### config.mk
export PLATFORM = sky130hd
export DESIGN_NAME = lpc_frame_packer
export DESIGN_NICKNAME = d
export VERILOG_FILES = /design/src/rtl/lpc_frame_packer.sv
export SDC_FILE = /design/constraint.sdc
export NUM_CORES = 1
export LEC_CHECK = 0
export ABC_AREA = 1
export ABC_CLOCK_PERIOD_IN_PS = 11700
export BUFFER_PORTS_ARGS = -buffer_cell sky130_fd_sc_hd__buf_2
export CORE_UTILIZATION = 23
export DETAILED_ROUTE_END_ITERATION = 12
export SYNTH_ARGS = -nofsm -noshare
export SYNTH_HDL_FRONTEND = slang
export SYNTH_SLANG_ARGS = --single-unit
### constraint.sdc
create_clock -name ACLK -period 11.7 [get_ports ACLK]
set_input_delay 1.17 -clock ACLK [delete_from_list [all_inputs] [get_ports ACLK]]
set_output_delay 1.17 -clock ACLK [all_outputs]
set_load 0.005 [all_outputs]
### src/rtl/lpc_frame_packer.sv
// Packs five 16-bit encoder words per frame into 80-bit AXI-Stream beats with TLAST/TUSER framing.
// Optional frame statistics output enabled by defining PACKER_STATS_EN.
module lpc_frame_packer #(
  parameter int FRAMES_PER_PACKET = 1920,
  parameter int CNT_W             = 11
) (
  input  logic        ACLK,
  input  logic        ARESET,
  input  logic [15:0] IN_DATA,
  input  logic        IN_VALID,
  output logic        IN_READY,
  input  logic        IN_LAST,
  output logic [79:0] TDATA,
  output logic        TVALID,
  input  logic        TREADY,
  output logic        TLAST,
  output logic        TUSER
`ifdef PACKER_STATS_EN
  ,
  output logic [31:0] FRAME_COUNT
`endif
);

  typedef enum logic {FILL, HOLD} state_t;

  state_t           state;
  logic [2:0]       word_idx;
  logic [79:0]      asm_reg;
  logic             hold_last;
  logic [CNT_W-1:0] pkt_cnt;
  logic             sop;
  logic             in_ready_r;

  logic [79:0]      fifo_data [2];
  logic             fifo_last [2];
  logic             fifo_user [2];
  logic             rd_ptr;
  logic             wr_ptr;
  logic [1:0]       count;

  logic [79:0]      frame_next;
  logic             accept;
  logic             complete;
  logic             pop;
  logic             space;
  logic             push;
  logic [79:0]      push_data;
  logic             push_last;

  // A new frame starts from zero so words left unfilled by IN_LAST read back as zero.
  always_comb begin
    frame_next = (word_idx == 3'd0) ? '0 : asm_reg;
    for (int k = 0; k < 5; k++)
      if (word_idx == 3'(k)) frame_next[79-16*k -: 16] = IN_DATA;
  end

  assign accept    = IN_VALID && in_ready_r && (state == FILL);
  assign complete  = accept && ((word_idx == 3'd4) || IN_LAST);
  assign pop       = (count != 2'd0) && TREADY;
  assign space     = (count != 2'd2) || pop;
  assign push      = space && (complete || (state == HOLD));
  assign push_data = (state == HOLD) ? asm_reg : frame_next;
  assign push_last = (pkt_cnt == CNT_W'(FRAMES_PER_PACKET - 1)) ||
                     ((state == HOLD) ? hold_last : IN_LAST);

  assign IN_READY = in_ready_r;
  assign TVALID   = (count != 2'd0);
  assign TDATA    = fifo_data[rd_ptr];
  assign TLAST    = fifo_last[rd_ptr];
  assign TUSER    = fifo_user[rd_ptr];

  always_ff @(posedge ACLK or posedge ARESET) begin
    if (ARESET) begin
      state      <= FILL;
      word_idx   <= 3'd0;
      asm_reg    <= '0;
      hold_last  <= 1'b0;
      pkt_cnt    <= '0;
      sop        <= 1'b1;
      in_ready_r <= 1'b0;
      rd_ptr     <= 1'b0;
      wr_ptr     <= 1'b0;
      count      <= 2'd0;
      for (int i = 0; i < 2; i++) begin
        fifo_data[i] <= '0;
        fifo_last[i] <= 1'b0;
        fifo_user[i] <= 1'b0;
      end
    end else begin
      case (state)
        FILL: begin
          in_ready_r <= 1'b1;
          if (accept) begin
            if (complete) begin
              word_idx <= 3'd0;
              if (!space) begin
                state      <= HOLD;
                in_ready_r <= 1'b0;
                asm_reg    <= frame_next;
                hold_last  <= IN_LAST;
              end
            end else begin
              asm_reg  <= frame_next;
              word_idx <= word_idx + 3'd1;
            end
          end
        end
        HOLD: begin
          if (space) begin
            state      <= FILL;
            in_ready_r <= 1'b1;
            word_idx   <= 3'd0;
          end
        end
        default: state <= FILL;
      endcase

      // Sideband is captured with the frame so the head entry is self-describing.
      if (push) begin
        fifo_data[wr_ptr] <= push_data;
        fifo_last[wr_ptr] <= push_last;
        fifo_user[wr_ptr] <= sop;
        wr_ptr            <= ~wr_ptr;
        if (push_last) begin
          pkt_cnt <= '0;
          sop     <= 1'b1;
        end else begin
          pkt_cnt <= pkt_cnt + CNT_W'(1);
          sop     <= 1'b0;
        end
      end

      if (pop) rd_ptr <= ~rd_ptr;

      case ({push, pop})
        2'b10:   count <= count + 2'd1;
        2'b01:   count <= count - 2'd1;
        default: count <= count;
      endcase
    end
  end

`ifdef PACKER_STATS_EN
  always_ff @(posedge ACLK or posedge ARESET) begin
    if (ARESET) FRAME_COUNT <= '0;
    else if (pop) FRAME_COUNT <= FRAME_COUNT + 32'd1;
  end
`endif

endmodule

==> impl_metrics.yaml, run 1 <==
final_layout:
  fin_cells: 2575
  largest_register_ffs: 160
  syn_to_final_growth_pct: 14.1
  fin_nets: 1830
  drive_gt1_share_pct: 9.63
  stdcell_area_um2: 15100
  fillers: 6202
  ff_latch_area_um2: 6660
  multi_input_area_um2: 5830
worst_setup_path:
  cp-end-kind: "output pin"
  path_max_fanout: 48
  crit_chain: "inv_2 -> buf_4 -> nand2_1 -> nand2_1 -> buf_2"
  cp_slowest_cell: "buf_4"
  cp_slowest_stage_delay_ns: 0.62
  worst_setup_path_start_kind: "flop"
  cp.required_ns: 10.53
  cpMostUsedCell: "nand2_1"
  worstSetupPathType: "reg2out"
  worstPathArrival_ns: 2.66
timing:
  max_freq_mhz: 261
  final_max_slew_viol_count: 0
  tightest_slew_ns: 1.12
  slew_headroom_pct: 25.1
  finalClockSkew_ns: 0.0121
  rsz0062_at_grt: "no"
  setup_violations: 0
  finalHoldViolCount: 0
  whs_ns: 0.475
  fin_setup_tns_ns: 0
  finalWorstPathRequiredPeriod_ns: 3.83
  post-route-period-util_pct: 32.8
global_routing:
  gr-total-overflow: 0
  grt_max_degree: 107
  grtUsageTotal_pct: 13.3
  antenna_found_initial: 1
  first_global_vias: 10800
  grt_pass1_wl_um: 62600
clock_tree:
  numCtsBuffers: 29
  clkLatencyLatePin_ns: 0.55
  clk_pin_slew_ns: 0.06
  cts_resized: 0
  post_cts_buffers: 0
  ctsHoldBuffers: 0
  cts_root_buffer: "clkbuf_16"
  clockBufferDepth: 3
  cts_max_level: 1
  cts_tree: "done"
  cts.sinks: 266
placement:
  placed_area_um2: 14200
  place.gp.congestion: 0.774
  placed_cells: 2527
  io_buffer_count: 104
  hpwlAfterDp_um: 24800
route:
  routed_wl_um: 39600
  drc: 0
  postRouteAntennaNets: 0
  viasPerCell: 4.51
  dr_total_vias: 11600
  wl_per_cell_um: 15.4
  drtPass1Iterations: 5
  drt_iter0_markers: 1046
power:
  p_comb_share_pct: 39.2
  power.switching_uw: 1630
  power.internal_uw: 2240
  ir_drop_mv: 0.144
  power_uw: 3880
  pwr_density_cell_nw_per_um2: 257
  leakage_uw: 0.00794
  pwr-share-clk_pct: 22.4
  power_frac_seq_pct: 38.4
  swShare_pct: 42.1
status:
  status: "complete, no violations"
synth:
  synth_fp_nets: 1799
  synth_warnings: 0
  ys_seq_elements: 266
  synth_area_leaders: "dfrtp_1 (50%), nand2_1 (26%), nand3_1 (6.1%)"
  yosysTopAreaCell: "dfrtp_1"
  synth_area_um2: 13200
  yosysUniqueCellTypes: 26
  synth_cells: 1771
  yosys.area.top_type_share_pct: 50.1
  seq_area_frac_synth_pct: 50.3
  avgSynthCellArea_um2: 7.47
floorplan:
  core-area_um2: 56600
  fp.dieW_um: 242
  ios: 105
  die_h_um: 242
  die_area_um2: 58500
  num_rows: 87
  initial_utilization_pct: 23.4
hold_path:
  hp-class: "reg2reg"
job:
  maxCapViolations: 0
[per-stage QoR]
step	setup WS [ns]	utilization, %
after floorplan	3.21	-
after global placement	7.63	25.1
after detailed placement	7.61	25.1
after CTS	7.84	26.7
after global routing	7.74	26.7
final	7.87	26.7
[kinds of logic (layout without fill, tap and decap cells)]
logic type	after synthesis	after routing	synth area share (%)
AO/OA/AOI/OAI	209	209	8.23
flip-flops	266	266	50.3
adder cells (fa/ha/maj)	7	7	0.662
buffers and inverters	156	203	5.74
AND/OR/NAND/NOR	1109	1109	33.3
other	0	1	0
multiplexers	16	16	1.21
XOR/XNOR	8	8	0.530
[power by group through the flow]
stage	sequential, uW	combinational (uW)	clock (uW)
6_report	1490	1520	868
5_1_grt	1530	1740	927
3_5_place_dp	1500	1550	0
4_1_cts	1490	1560	889
3_3_place_gp	1480	1510	0
2_1_floorplan	1450	1060	0
[routing by layer]
| metal | vias up | global-route usage (%) | routed length (um) |
|---|---|---|---|
| met4 | 0 | 3.97 | 959 |
| met5 | - | 0 | 0 |
| li1 | 5683 | - | - |
| met3 | 49 | 2.90 | 2850 |
| met2 | 347 | 21.4 | 18500 |
| met1 | 5532 | 17.8 | 17300 |
[final timing paths]
| kind | startpoint | endpoint | slack (ns) | depth (start not counted) |
|---|---|---|---|---|
| min in group asynchronous | ARESET | fifo_data[7]$_DFFE_PP0P_ | 0.75 | 2 |
| hold reg to reg | fifo_data[46]$_DFFE_PP0P_ | fifo_data[46]$_DFFE_PP0P_ | 0.47 | 2 |
| hold / removal | fifo_data[46]$_DFFE_PP0P_ | fifo_data[46]$_DFFE_PP0P_ | 0.47 | 2 |
| max in group asynchronous | ARESET | fifo_data[37]$_DFFE_PP0P_ | 9.30 | 3 |
| setup reg to reg | state$_DFF_PP0_ | count[1]$_DFFE_PP0P_ | 8.26 | 9 |
| setup / recovery | rd_ptr$_DFFE_PP0P_ | TDATA[79] | 7.87 | 5 |
[cells in the mapped netlist, drive strengths merged]
cell / number
dfstp: 1
buf: 60
xnor2: 1
o22ai: 2
dfrtp: 265
clkbuf: 56
o21ai: 187
nand2: 917
nand4: 1
ha: 7
mux2i: 16
inv: 40
a21oi: 4
xor2: 7
nor2: 30
nand3: 161
o21bai: 16
[placed cells by master, fill, tap and decap left out]
cell	Yosys	layout
nor2_1	29	29
dfrtp_2	0	2
diode_2	0	1
o22ai_1	2	2
nand2_2	2	3
o21ai_1	90	90
inv_8	0	1
inv_2	3	5
xnor2_1	1	1
buf_2	31	104
nand3_2	1	2
nand2_4	3	4
clkinv_2	0	1
inv_1	37	34
clkbuf_16	0	29
clkbuf_1	56	7
clkinvlp_4	0	1
o21bai_1	16	16
dfrtp_1	265	263
xor2_1	7	7
buf_4	2	12
nand3_1	160	159
nand2_1	912	910
nor2_4	1	1
mux2i_1	16	16
a21oi_1	4	4
o21ai_0	97	97
ha_1	7	7
clkbuf_8	0	9
dfstp_2	1	1
nand4_1	1	1
[cell type report]
type | count | share of cell area, %
sequential | 266 | 44.1
multi-input combinational | 1349 | 38.6
timing repair buffer | 116 | 4.05
clock inverter | 2 | 0.0829
tap | 756 | 6.27
clock buffer | 45 | 5.80
inverter | 40 | 1.04
antenna | 1 | 0.0166
[worst max-delay path, delay by kind of cell, from the launching register on]
family / cells / cell delay [ns]
DFF: 1 / 0.40
and+or+nand+nor: 2 / 0.31
buffers and inverters: 3 / 1.31
Note: power is estimated with default switching activity, not from simulation.
==> run 2: changes to the inputs <==
Settings changed: ABC_AREA 1 to 0, ABC_CLOCK_PERIOD_IN_PS 11700 to 4019.
Clock period 11.7 ns to 4.02 ns, I/O delays scaled along.
==> impl_metrics.yaml, run 2 <==
route:
  drt_iter0_markers: 510
  routed.top_layer: "met5"
  viasPerCell: 4.52
  routed_wl_um: 31400
  wl_met1_um: 13900
  postRouteAntennaNets: 0
  wl_met3_um: 1840
  wl_per_cell_um: 17.9
  drc: 0
  wl_met2_um: 15100
  drtPass1Iterations: 5
  dr_total_vias: 7936
timing:
  fin_setup_tns_ns: 0
  rsz0062_at_grt: "no"
  final_max_slew_viol_count: 0
  max_freq_mhz: 341
  post-route-period-util_pct: 72.9
  finalClockSkew_ns: 0.0240
  finalHoldViolCount: 0
  setup_violations: 0
  finalWorstPathRequiredPeriod_ns: 2.93
  whs_ns: 0.153
  tightest_slew_ns: 1.13
  slew_headroom_pct: 24.7
worst_setup_path:
  cp.required_ns: 3.62
  path_max_fanout: 52
  worstSetupPathType: "reg2out"
  worstPathArrival_ns: 2.53
  cp-end-kind: "output pin"
  worst_setup_path_start_kind: "flop"
synth:
  synth_area_leaders: "dfrtp_1 (55%), mux2_2 (17%), a22o_1 (5.8%)"
  yosysTopAreaCell: "dfrtp_1"
  async_flop_share_pct: 100
  synth_warnings: 0
  synth_area_um2: 12000
  seq_area_frac_synth_pct: 55.3
  synth_edf_count: 0
  yosysUniqueCellTypes: 56
  ys_seq_elements: 266
  synthTopCellsByCount: "dfrtp_1 (265), mux2_2 (182), a21oi_1 (101), nor2_1 (98), a22o_1 (80)"
  yosys.area.top_type_share_pct: 55.1
  synth_cells: 990
  synth_fp_nets: 1018
  avgSynthCellArea_um2: 12.2
  yosysMostFrequentCell: "dfrtp_1"
  ys.flop_type: "dfrtp_1"
final_layout:
  fin_nets: 1083
  mostFrequentLayoutCell: "dfrtp_1"
  drive_gt1_share_pct: 33.4
  fillers: 5396
  mostFrequentLayoutCells: "dfrtp_1 (264), mux2_2 (182), buf_2 (104)"
  largest_register_ffs: 160
  syn_to_final_growth_pct: 17.2
floorplan:
  ios: 105
  core-area_um2: 51500
  die_area_um2: 53200
  fp.dieW_um: 231
  die_h_um: 231
  initial_utilization_pct: 23.4
  num_rows: 83
clock_tree:
  cts_tree: "done"
  numCtsBuffers: 29
  cts_root_buffer: "clkbuf_16"
  cts.sinks: 266
  post_cts_buffers: 0
  cts_max_level: 1
  clkLatencyLatePin_ns: 0.56
  clockBufferDepth: 3
  cts_resized: 0
  clk_pin_slew_ns: 0.06
power:
  ir_drop_mv: 0.360
  leakage_uw: 0.00635
  pwr_density_cell_nw_per_um2: 794
job:
  maxCapViolations: 0
global_routing:
  first_global_vias: 8178
  gr-total-overflow: 0
  grtUsageTotal_pct: 11.7
  antenna_found_initial: 7
  grt_pass1_wl_um: 48700
  grt_max_degree: 111
placement:
  place.gp.congestion: 0.753
  hpwlAfterDp_um: 20700
  io_buffer_count: 104
status:
  status: "complete, no violations"
hold_path:
  hp-class: "in2reg"
[run 2: changes by cell type after synthesis, sizes merged, moves of 23 or more]
| cell | previous run | this run |
|---|---|---|
| a21oi | 4 | 101 |
| a22o | 0 | 80 |
| and2 | 0 | 23 |
| inv | 40 | 8 |
| mux2 | 0 | 184 |
| nand2 | 917 | 15 |
| nand3 | 161 | 7 |
| nor2 | 30 | 98 |
| o21ai | 187 | 19 |
[run 2: final timing paths]
check                                         from                         to  slack (ns)  cells after the start
setup / recovery                rd_ptr$_DFFE_PP0P_                  TDATA[28]        1.09                      3
hold / removal                              TREADY       IN_READY$_DFFE_PP0P_        0.15                      3
setup reg to reg           word_idx[0]$_DFFE_PP0P_       count[1]$_DFFE_PP0P_        1.30                      8
hold reg to reg            asm_reg[74]$_DFFE_PP0P_    asm_reg[74]$_DFFE_PP0P_        0.48                      1
max in group asynchronous                   ARESET  fifo_data[72]$_DFFE_PP0P_        2.58                      4
min in group asynchronous                   ARESET  fifo_data[54]$_DFFE_PP0P_        0.48                      3
[run 2: report_power, final]
group          switching, uW  internal [uW]  total [uW]
combinational           2040           2060        4100
clock                   1080           1540        2610
sequential               695           3790        4490
total                   3810           7390       11200
[run 2: worst max-delay path, stage by stage, from the launching register on]
cell and delay (ns):
dfrtp_4 0.95, buf_4 0.40, mux2_2 0.41, buf_2 0.14
[run 2: layer usage]
layer	vias to the layer above	track usage, %
li1	3672	-
met4	14	2.30
met5	-	0
met1	4028	15.5
met2	176	19.5
met3	46	2.83
[run 2: layout make-up]
class | instances | area [um2] | share of cell area [%]
Sequential cell | 266 | 6660 | 47.2
Multi-Input combinational cell | 630 | 4930 | 35.0
Tap cell | 680 | 851 | 6.03
Clock buffer | 42 | 815 | 5.78
Timing Repair Buffer | 120 | 693 | 4.91
Clock inverter | 9 | 116 | 0.825
Inverter | 8 | 33.8 | 0.240
Antenna cell | 1 | 2.50 | 0.0177
[run 2: stage by stage]
step / area (um2) / instances / power [uW] / utilization [%] / worst slack, ns
floorplan: 12000 / 990 / 7190 / - / 0.107
global placement: 13200 / 1703 / 8590 / 25.5 / 1.44
detailed placement: 13200 / 1703 / 8740 / 25.5 / 1.31
CTS: 14100 / 1755 / 11400 / 27.4 / 0.976
global route: 14100 / 1755 / 12000 / 27.4 / 0.973
finish: 14100 / 1756 / 11200 / 27.4 / 1.09
[run 2: cells by family (layout without fill, tap and decap cells)]
family	Yosys count	in the layout	synth area share, %
flops	266	266	55.3
compound gates	231	231	13.1
mux	217	217	20.0
simple gates	170	170	6.62
buf+inv	94	179	3.87
fa+ha+maj	7	7	0.728
xor+xnor	5	5	0.364
other cells	0	1	0
[run 2: what timing repair did]
action / in CTS / in global routing
endpoints found under the setup margin: 0 / 0
endpoints found under the hold margin: 21 / 0
hold buffers: 1 / 0
==> run 3: changes to the inputs <==
Settings changed: ABC_AREA 0 to 1, ABC_CLOCK_PERIOD_IN_PS 4019 to 2400.
Clock period 4.02 ns to 2.4 ns, I/O delays scaled along.
==> impl_metrics.yaml, run 3 (synthesis results as in run 1) <==
worst_setup_path:
  worstPathArrival_ns: 2.68
  cp-end-kind: "flop"
  r2r_cells: 11
  worstSetupPathType: "reg2reg"
  worst_setup_path_start_kind: "flop"
  path_max_fanout: 19
  cp.required_ns: 2.90
route:
  postRouteAntennaNets: 0
  drtPass1Iterations: 5
  viasPerCell: 4.49
  wl_per_cell_um: 15.3
  routed_wl_um: 40000
  drt_iter0_markers: 973
  dr_total_vias: 11700
  drc: 0
timing:
  setup_violations: 0
  finalWorstPathRequiredPeriod_ns: 2.17
  finalClockSkew_ns: 0.0120
  max_freq_mhz: 460
  post-route-period-util_pct: 90.6
  final_max_slew_viol_count: 0
  rsz0062_at_grt: "no"
  tightest_slew_ns: 0.877
  finalHoldViolCount: 0
  slew_headroom_pct: 41.6
final_layout:
  fin_nets: 1854
  syn_to_final_growth_pct: 17.3
  fin_cells: 2606
  mostFrequentLayoutCells: "nand2_1 (910), dfrtp_1 (263), nand3_1 (159)"
  fillers: 6123
  finish.utilization_pct: 27.4
  mostFrequentLayoutCell: "nand2_1"
  ff_latch_area_um2: 6660
  largest_register_ffs: 160
  multi_input_area_um2: 5820
  drive_gt1_share_pct: 11.3
global_routing:
  grt_pass1_wl_um: 64200
  grt_max_degree: 97
  antenna_found_initial: 0
  grt_util_met1_pct: 18.1
  first_global_vias: 11400
  gr-total-overflow: 0
  use_met2_pct: 22.0
  top_usage_layer: "met2"
  met3_usage_pct: 2.49
  grtUsageTotal_pct: 13.6
clock_tree:
  clkLatencyLatePin_ns: 0.57
  cts.sinks: 266
  clk_pin_slew_ns: 0.06
  cts_tree: "done"
  cts_root_buffer: "clkbuf_16"
  clockBufferDepth: 3
  cts_max_level: 1
  cts_resized: 0
  post_cts_buffers: 0
  ctsHoldBuffers: 2
  numCtsBuffers: 30
floorplan:
  ios: 105
  core-area_um2: 56600
  initial_utilization_pct: 23.4
  die_h_um: 242
  num_rows: 87
  fp.dieW_um: 242
  die_area_um2: 58500
power:
  p_comb_share_pct: 39.5
  leakage_uw: 0.00816
  power.internal_uw: 11500
  ir_drop_mv: 0.622
  swShare_pct: 41.4
  pwr-share-clk_pct: 23.5
  power_frac_seq_pct: 37.0
  power.switching_uw: 8120
  pwr_density_cell_nw_per_um2: 1260
placement:
  hpwlAfterDp_um: 25700
  placed_cells: 2548
  io_buffer_count: 104
  place.gp.congestion: 0.790
status:
  status: "complete, no violations"
hold_path:
  hp-class: "in2reg"
  min_path_cells: 5
job:
  maxCapViolations: 0
==> run 3: path summary, 6_finish.rpt <==
path	to	slack (ns)	from
max in group asynchronous	fifo_data[23]$_DFFE_PP0P_	1.28	ARESET
max	fifo_data[123]$_DFFE_PP0P_	0.23	word_idx[0]$_DFFE_PP0P_
max reg2reg	fifo_data[123]$_DFFE_PP0P_	0.23	word_idx[0]$_DFFE_PP0P_
min reg2reg	fifo_data[58]$_DFFE_PP0P_	0.48	fifo_data[58]$_DFFE_PP0P_
min in group asynchronous	fifo_data[66]$_DFFE_PP0P_	0.24	ARESET
min	asm_reg[30]$_DFFE_PP0P_	0.07	IN_DATA[14]
==> run 3: power by group through the flow <==
stage	registers, uW	clock network [uW]	logic [uW]
after floorplan	7050	0	5180
after global placement	7220	0	7650
after detailed placement	7300	0	7860
after CTS	7250	4670	7890
after global routing	7460	4860	8810
final	7250	4590	7730
==> run 3: through the flow <==
stage / area [um2] / hold slack, ns / worst slack [ns] / setup TNS [ns] / total power [uW]
after floorplan: 13200 / 0.418 / -1.35 / -358.35 / 12200
after global placement: 14500 / 0.298 / 0.302 / 0 / 14900
after detailed placement: 14500 / 0.297 / 0.214 / 0 / 15200
after CTS: 15500 / 0.0580 / 0.198 / 0 / 19800
after global routing: 15500 / 0.0979 / 0.0330 / 0 / 21100
final: 15500 / 0.0664 / 0.227 / 0 / 19600
==> run 3: area by class of cell <==
class                   count  area share, %
multi-input cells        1349           37.5
diodes                      1         0.0161
flip-flops and latches    266           42.9
clock buffers              40           5.67
repair buffers            139           6.05
well taps                 756           6.10
clock inverters            15          0.710
inverters                  40          0.992
==> run 3: metal layers <==
layer,vias up,wire (um)
li1,5724,-
met1,5619,18000
met2,305,18600
met3,61,1990
met4,0,1320
met5,-,0
==> run 3: critical path: stages, from the launching register on <==
cell     delay [ns]
dfrtp_1        0.40
inv_1          0.12
ha_1           0.24
nand2_2        0.08
nand2_2        0.09
nand3_2        0.13
nand2_4        0.22
nand2_4        0.20
inv_2          0.30
buf_12         0.20
nand2_1        0.07
nand2_1        0.06
